[src/rtl/keypad_scan_ctrl.sv]
// keypad_scan_ctrl: 4x4 keypad scanner with debounce, key decode and hex digit assembly.
// Define KEYPAD_DIGIT_LIMIT_EN to ignore digit keys once four digits are held.
module keypad_scan_ctrl #(
    parameter int SCAN_DIV   = 20000,
    parameter int DEB_CYCLES = 200000
) (
    input  logic        clk,
    input  logic        rst,
    output logic [3:0]  row,
    input  logic [3:0]  col,
    input  logic        rd_ack,
    output logic [15:0] keyboard_read_data,
    output logic [3:0]  key_code,
    output logic        key_valid,
    output logic        data_ready,
    output logic [2:0]  digit_cnt
);
    localparam logic [2:0] SCAN     = 3'd0;
    localparam logic [2:0] DEBOUNCE = 3'd1;
    localparam logic [2:0] ACCEPT   = 3'd2;
    localparam logic [2:0] HOLD     = 3'd3;
    localparam logic [2:0] RELEASE  = 3'd4;
    localparam int DW = $clog2(SCAN_DIV + 1);
    localparam int BW = $clog2(DEB_CYCLES + 1);
    localparam logic [DW-1:0] DIV_LAST = DW'(SCAN_DIV - 1);
    localparam logic [BW-1:0] DEB_LAST = BW'(DEB_CYCLES - 1);
    // Nibble {row,col} holds the code printed on that key; * is E, # is F.
    localparam logic [63:0] KEYMAP = 64'hDF0E_C987_B654_A321;

    logic [3:0]    col_m_q, col_s_q;
    logic [2:0]    state_q, state_d;
    logic [1:0]    row_idx_q, row_idx_d;
    logic [1:0]    cap_col_q, cap_col_d;
    logic [DW-1:0] div_q, div_d;
    logic [BW-1:0] deb_q, deb_d;
    logic [15:0]   data_q, data_d;
    logic [3:0]    key_code_q, key_code_d;
    logic          data_ready_q, data_ready_d;
    logic [2:0]    digit_cnt_q, digit_cnt_d;
    logic          new_entry_q, new_entry_d;
    logic [1:0]    low_col;
    logic          all_high, cap_high, accept;

    always_comb begin
        all_high   = col_s_q == 4'hF;
        low_col    = !col_s_q[0] ? 2'd0 : !col_s_q[1] ? 2'd1 : !col_s_q[2] ? 2'd2 : 2'd3;
        cap_high   = col_s_q[cap_col_q];
        state_d    = state_q;
        row_idx_d  = row_idx_q;
        cap_col_d  = cap_col_q;
        div_d      = div_q;
        deb_d      = deb_q;
        key_code_d = key_code_q;
        case (state_q)
            SCAN: begin
                div_d = div_q == DIV_LAST ? '0 : div_q + 1'b1;
                if (div_q == DIV_LAST && !all_high) begin
                    cap_col_d = low_col;
                    deb_d     = '0;
                    state_d   = DEBOUNCE;
                end else if (div_q == DIV_LAST) begin
                    row_idx_d = row_idx_q + 2'd1;
                end
            end
            DEBOUNCE: begin
                if (cap_high) begin
                    state_d   = SCAN;
                    row_idx_d = row_idx_q + 2'd1;
                    div_d     = '0;
                end else if (deb_q == DEB_LAST) begin
                    state_d    = ACCEPT;
                    key_code_d = KEYMAP[{row_idx_q, cap_col_q, 2'b00} +: 4];
                end else begin
                    deb_d = deb_q + 1'b1;
                end
            end
            ACCEPT: state_d = HOLD;
            HOLD: begin
                if (all_high) begin
                    state_d = RELEASE;
                    deb_d   = '0;
                end
            end
            RELEASE: begin
                if (!all_high) begin
                    state_d = HOLD;
                end else if (deb_q == DEB_LAST) begin
                    state_d   = SCAN;
                    row_idx_d = row_idx_q + 2'd1;
                    div_d     = '0;
                end else begin
                    deb_d = deb_q + 1'b1;
                end
            end
            default: state_d = SCAN;
        endcase
    end

    always_comb begin
        accept       = state_q == ACCEPT;
        data_d       = data_q;
        digit_cnt_d  = digit_cnt_q;
        new_entry_d  = new_entry_q;
        data_ready_d = accept && key_code_q == 4'hF ? 1'b1 : rd_ack ? 1'b0 : data_ready_q;
        if (accept && key_code_q <= 4'hD) begin
            if (new_entry_q) begin
                data_d      = {12'h000, key_code_q};
                digit_cnt_d = 3'd1;
                new_entry_d = 1'b0;
`ifdef KEYPAD_DIGIT_LIMIT_EN
            end else if (digit_cnt_q < 3'd4) begin
                data_d      = {data_q[11:0], key_code_q};
                digit_cnt_d = digit_cnt_q + 3'd1;
            end
`else
            end else begin
                data_d      = {data_q[11:0], key_code_q};
                digit_cnt_d = digit_cnt_q < 3'd4 ? digit_cnt_q + 3'd1 : 3'd4;
            end
`endif
        end
        if (accept && key_code_q == 4'hE) begin
            data_d      = digit_cnt_q == 3'd0 ? data_q : {4'h0, data_q[15:4]};
            digit_cnt_d = digit_cnt_q == 3'd0 ? 3'd0 : digit_cnt_q - 3'd1;
            new_entry_d = 1'b0;
        end
        if (accept && key_code_q == 4'hF)
            new_entry_d = 1'b1;
    end

    always_ff @(posedge clk or posedge rst) begin
        if (rst) begin
            col_m_q      <= 4'hF;
            col_s_q      <= 4'hF;
            state_q      <= SCAN;
            row_idx_q    <= 2'd0;
            cap_col_q    <= 2'd0;
            div_q        <= '0;
            deb_q        <= '0;
            data_q       <= 16'h0000;
            key_code_q   <= 4'h0;
            data_ready_q <= 1'b0;
            digit_cnt_q  <= 3'd0;
            new_entry_q  <= 1'b0;
        end else begin
            col_m_q      <= col;
            col_s_q      <= col_m_q;
            state_q      <= state_d;
            row_idx_q    <= row_idx_d;
            cap_col_q    <= cap_col_d;
            div_q        <= div_d;
            deb_q        <= deb_d;
            data_q       <= data_d;
            key_code_q   <= key_code_d;
            data_ready_q <= data_ready_d;
            digit_cnt_q  <= digit_cnt_d;
            new_entry_q  <= new_entry_d;
        end
    end

    assign row                = ~(4'b0001 << row_idx_q);
    assign keyboard_read_data = data_q;
    assign key_code           = key_code_q;
    assign key_valid          = state_q == ACCEPT;
    assign data_ready         = data_ready_q;
    assign digit_cnt          = digit_cnt_q;
endmodule

[config.mk]
export PLATFORM = sky130hd
export DESIGN_NAME = keypad_scan_ctrl
export DESIGN_NICKNAME = d
export VERILOG_FILES = /design/src/rtl/keypad_scan_ctrl.sv
export SDC_FILE = /design/constraint.sdc
export NUM_CORES = 1
export LEC_CHECK = 0
export ABC_AREA = 1
export CAP_MARGIN = 20
export CELL_PAD_IN_SITES_DETAIL_PLACEMENT = 1
export CELL_PAD_IN_SITES_GLOBAL_PLACEMENT = 1
export CORE_MARGIN = 8
export CORE_UTILIZATION = 40
export CTS_BUF_LIST = sky130_fd_sc_hd__clkbuf_4 sky130_fd_sc_hd__clkbuf_8
export DETAILED_ROUTE_END_ITERATION = 7
export DONT_BUFFER_PORTS = 1
export PLACE_DENSITY = 0.65
export SETUP_SLACK_MARGIN = 0.02
export SYNTH_ARGS = -nofsm -noshare
export SYNTH_HDL_FRONTEND = slang
export SYNTH_SLANG_ARGS = --single-unit
export TNS_END_PERCENT = 1
[constraint.sdc]
create_clock -name clk -period 3.8 [get_ports clk]
set_input_delay 0.95 -clock clk [delete_from_list [all_inputs] [get_ports clk]]
set_output_delay 0.95 -clock clk [all_outputs]
set_load 0.01 [all_outputs]
==> results.tsv <==
stage	metric	value	unit
global_routing	grt_max_degree	47	
synthesis	synthesis.area	4480	um2
routing	viasPerCell	5.11	
critical_path	cp.arrival	1.41	ns
synthesis	ys_warn_count	0	
timing	slew_headroom	0.458	
synthesis	ys_seq_area_frac	0.410	
floorplan	num_rows	38	
critical_path	path_max_fanout	10	
synthesis	yosysTopAreaCell	dfrtp_1	
cts	clk_latency	0.37	ns
floorplan	die_h	122	um
timing	rsz0062_at_grt	false	
critical_path	reg2reg_from	deb_q[0]$_DFFE_PP0P_	
global_routing	met3_usage	0.0329	
finish	mostFrequentLayoutCells	189 x nand2_1, 65 x dfrtp_1, 61 x nor2_1	
timing	fin_skew	0.00933	ns
timing	tightest_slew	0.811	ns
cts	clockRootBuffer	clkbuf_8	
synthesis	synth_top_area_share	0.363	
critical_path	crit_cells	3	
run_status	outcome	finished, final reports clean	
routing	post-route-drc-count	0	
finish	diodes	0	
critical_path	critPathLaunch	row_idx_q[0]$_DFFE_PP0P_	
critical_path	crit_buf_inv	2	
power	pwr_density_cell	300	nW/um2
cts	cts_tree	built	
timing	period_share	0.621	
synthesis	synthTopCellsByArea	dfrtp_1 36%, nand2_1 16%, nor2_1 5.1%	
place	post-place-ws	1.58	ns
power	p_leak	0.00213	uW
cts	clock_path_buffers	2	
critical_path	critPathCapture	row[2]	
finish	final_nets	619	
place	dp.final_hpwl	8.38	mm
floorplan	die-area	14800	um2
critical_path	path_cells	inv_1 -> ha_1 -> inv_1	
finish	final_util	0.436	
floorplan	die_w	122	um
critical_path	cp-start-kind	flip-flop	
timing	setup_ws	1.44	ns
worst_hold_path	min_path_type	reg -> reg	
power	peakVddDrop	193	uV
cts	cts_buffers	9	
routing	first_iter_violations	157	
global_routing	use_met1	0.203	
global_routing	grt-busiest-layer	met2	
critical_path	crit_family	flip-flops	
global_routing	track_usage	0.166	
critical_path	reg2reg_slack	1.62	ns
routing	dr.pass1.iters	4	
timing	finalSetupTns	0	ns
critical_path	cp-end-kind	output pin	
cts	htree_levels	3	
cts	cts_hold_buffers	0	
synthesis	ys_ff_latch	73	
global_routing	grt_overflow	0	
place	port_buffers	0	
critical_path	worstRegToRegCells	8	
critical_path	critPathKind	reg -> out	
routing	route.vias.total	3783	
floorplan	floorplan.initialDensity	0.411	
cts	cts_setup_buffers	0	
place	finalWeightedCongestion	0.826	
critical_path	cp.required	2.85	ns
global_routing	grt_first_pass_wirelength	19.9	mm
worst_hold_path	worstHoldStart	col_m_q[3]$_DFF_PP1_	
synthesis	synthDistinctLibCells	37	
timing	slew_viol_final	0	
synthesis	netlist_instances	599	
cts	clkTransAtPathRegs	0.08	ns
timing	fin_crit	2.36	ns
timing	setup_viol	0	
global_routing	grt_pass1_vias	4032	
critical_path	cpMaxStageDelayCell	dfrtp_1	
critical_path	max_stage_delay	0.52	ns
timing	max_freq	424	MHz
cts	postCtsResizedCells	0	
finish	n_fill_cell	1355	
critical_path	rr_endpoint	div_q[6]$_DFFE_PP0P_	
routing	wl_per_cell	15.3	um
routing	ant_nets	0	
floorplan	coreArea	10900	um2
synthesis	avgSynthCellArea	7.48	um2
global_routing	globalRouteMet2Util	0.278	
cts	cts.sinks	73	
critical_path	cp_common_cell	inv_1	
synthesis	syn_nets	622	
finish	final_common_cell	nand2_1	
routing	drt_wl_total	11.3	mm
timing	hold_viol_final	0	
global_routing	antenna_found_initial	0	
floorplan	ios	36	
finish	drive_gt1_frac	0.120	
finish	areaGrowthSynthToFinish	5.98	%
run	cap_violations	0	
[synthesized netlist by cell type (all sizes together)]
cell type    n
nand2      196
nor2        73
dfrtp       65
inv         63
o21ai       52
nand3       36
ha          16
a21oi       14
buf         14
nand4       14
o211ai      11
nor3         9
dfstp        8
o22ai        5
xor2         5
nand3b       4
o31ai        4
or2          4
a31oi        2
clkbuf       2
clkinv       1
mux2i        1
[per-stage QoR]
| stage | hold WS, ns | instances | power (uW) | cell area (um2) |
|---|---|---|---|---|
| floorplan | 0.345 | 599 | 815 | 4480 |
| global placement | 0.347 | 725 | 823 | 4560 |
| detailed placement | 0.349 | 725 | 824 | 4560 |
| CTS | 0.361 | 740 | 1450 | 4750 |
| global route | 0.363 | 740 | 1480 | 4750 |
| finish | 0.359 | 740 | 1430 | 4750 |
[kinds of logic after synthesis]
family | share of synthesized area
xor gates and xnor gates | 0.00978
buffers and inverters | 0.0790
adders and majority gates | 0.0447
muxes | 0.00223
DFF | 0.410
AOI/OAI and AO/OA | 0.117
and+or+nand+nor | 0.337
[where the power goes]
group / leakage, uW / switching, uW / internal, uW / total (uW)
logic: 0.00107 / 18.4 / 2.58 / 21.0
clock network: 0.0000878 / 314 / 306 / 619
registers: 0.000978 / 2.04 / 784 / 786
total: 0.00213 / 334 / 1090 / 1430
[state kept, by name, indices dropped and copies added, names as in the netlist, 3 cells and up]
name / count
col_m_q: 4
col_s_q: 4
deb_q: 18
digit_cnt: 3
div_q: 15
key_code: 4
keyboard_read_data: 16
state_q: 3
[layer usage]
layer	wire (um)	part of all wire	up-vias
met1	5240	0.46	1794
met5	0	0	-
met4	219	0.019	0
li1	-	-	1925
met2	5430	0.48	49
met3	414	0.037	15
[worst min path at each step]
| stage | endpoint | slack, ns | depth (start not counted) |
|---|---|---|---|
| after CTS | col_s_q[3]$_DFF_PP1_ | 0.36 | 0 |
| after global routing | col_s_q[2]$_DFF_PP1_ | 0.36 | 0 |
| after floorplan | col_s_q[0]$_DFF_PP1_ | 0.35 | 0 |
| after global placement | col_s_q[0]$_DFF_PP1_ | 0.35 | 0 |
| final | col_s_q[3]$_DFF_PP1_ | 0.36 | 0 |
| after detailed placement | col_s_q[3]$_DFF_PP1_ | 0.35 | 0 |
[layout make-up]
| cell class | count | area [um2] | share of cell area |
|---|---|---|---|
| flip-flops and latches | 73 | 1840 | 0.387 |
| inverters | 64 | 243 | 0.0511 |
| clock inverters | 5 | 57.6 | 0.0121 |
| repair buffers | 2 | 15.0 | 0.00316 |
| clock buffers | 10 | 131 | 0.0277 |
| well taps | 140 | 175 | 0.0369 |
| multi-input cells | 446 | 2290 | 0.482 |
(Power assumes the default switching activity.)
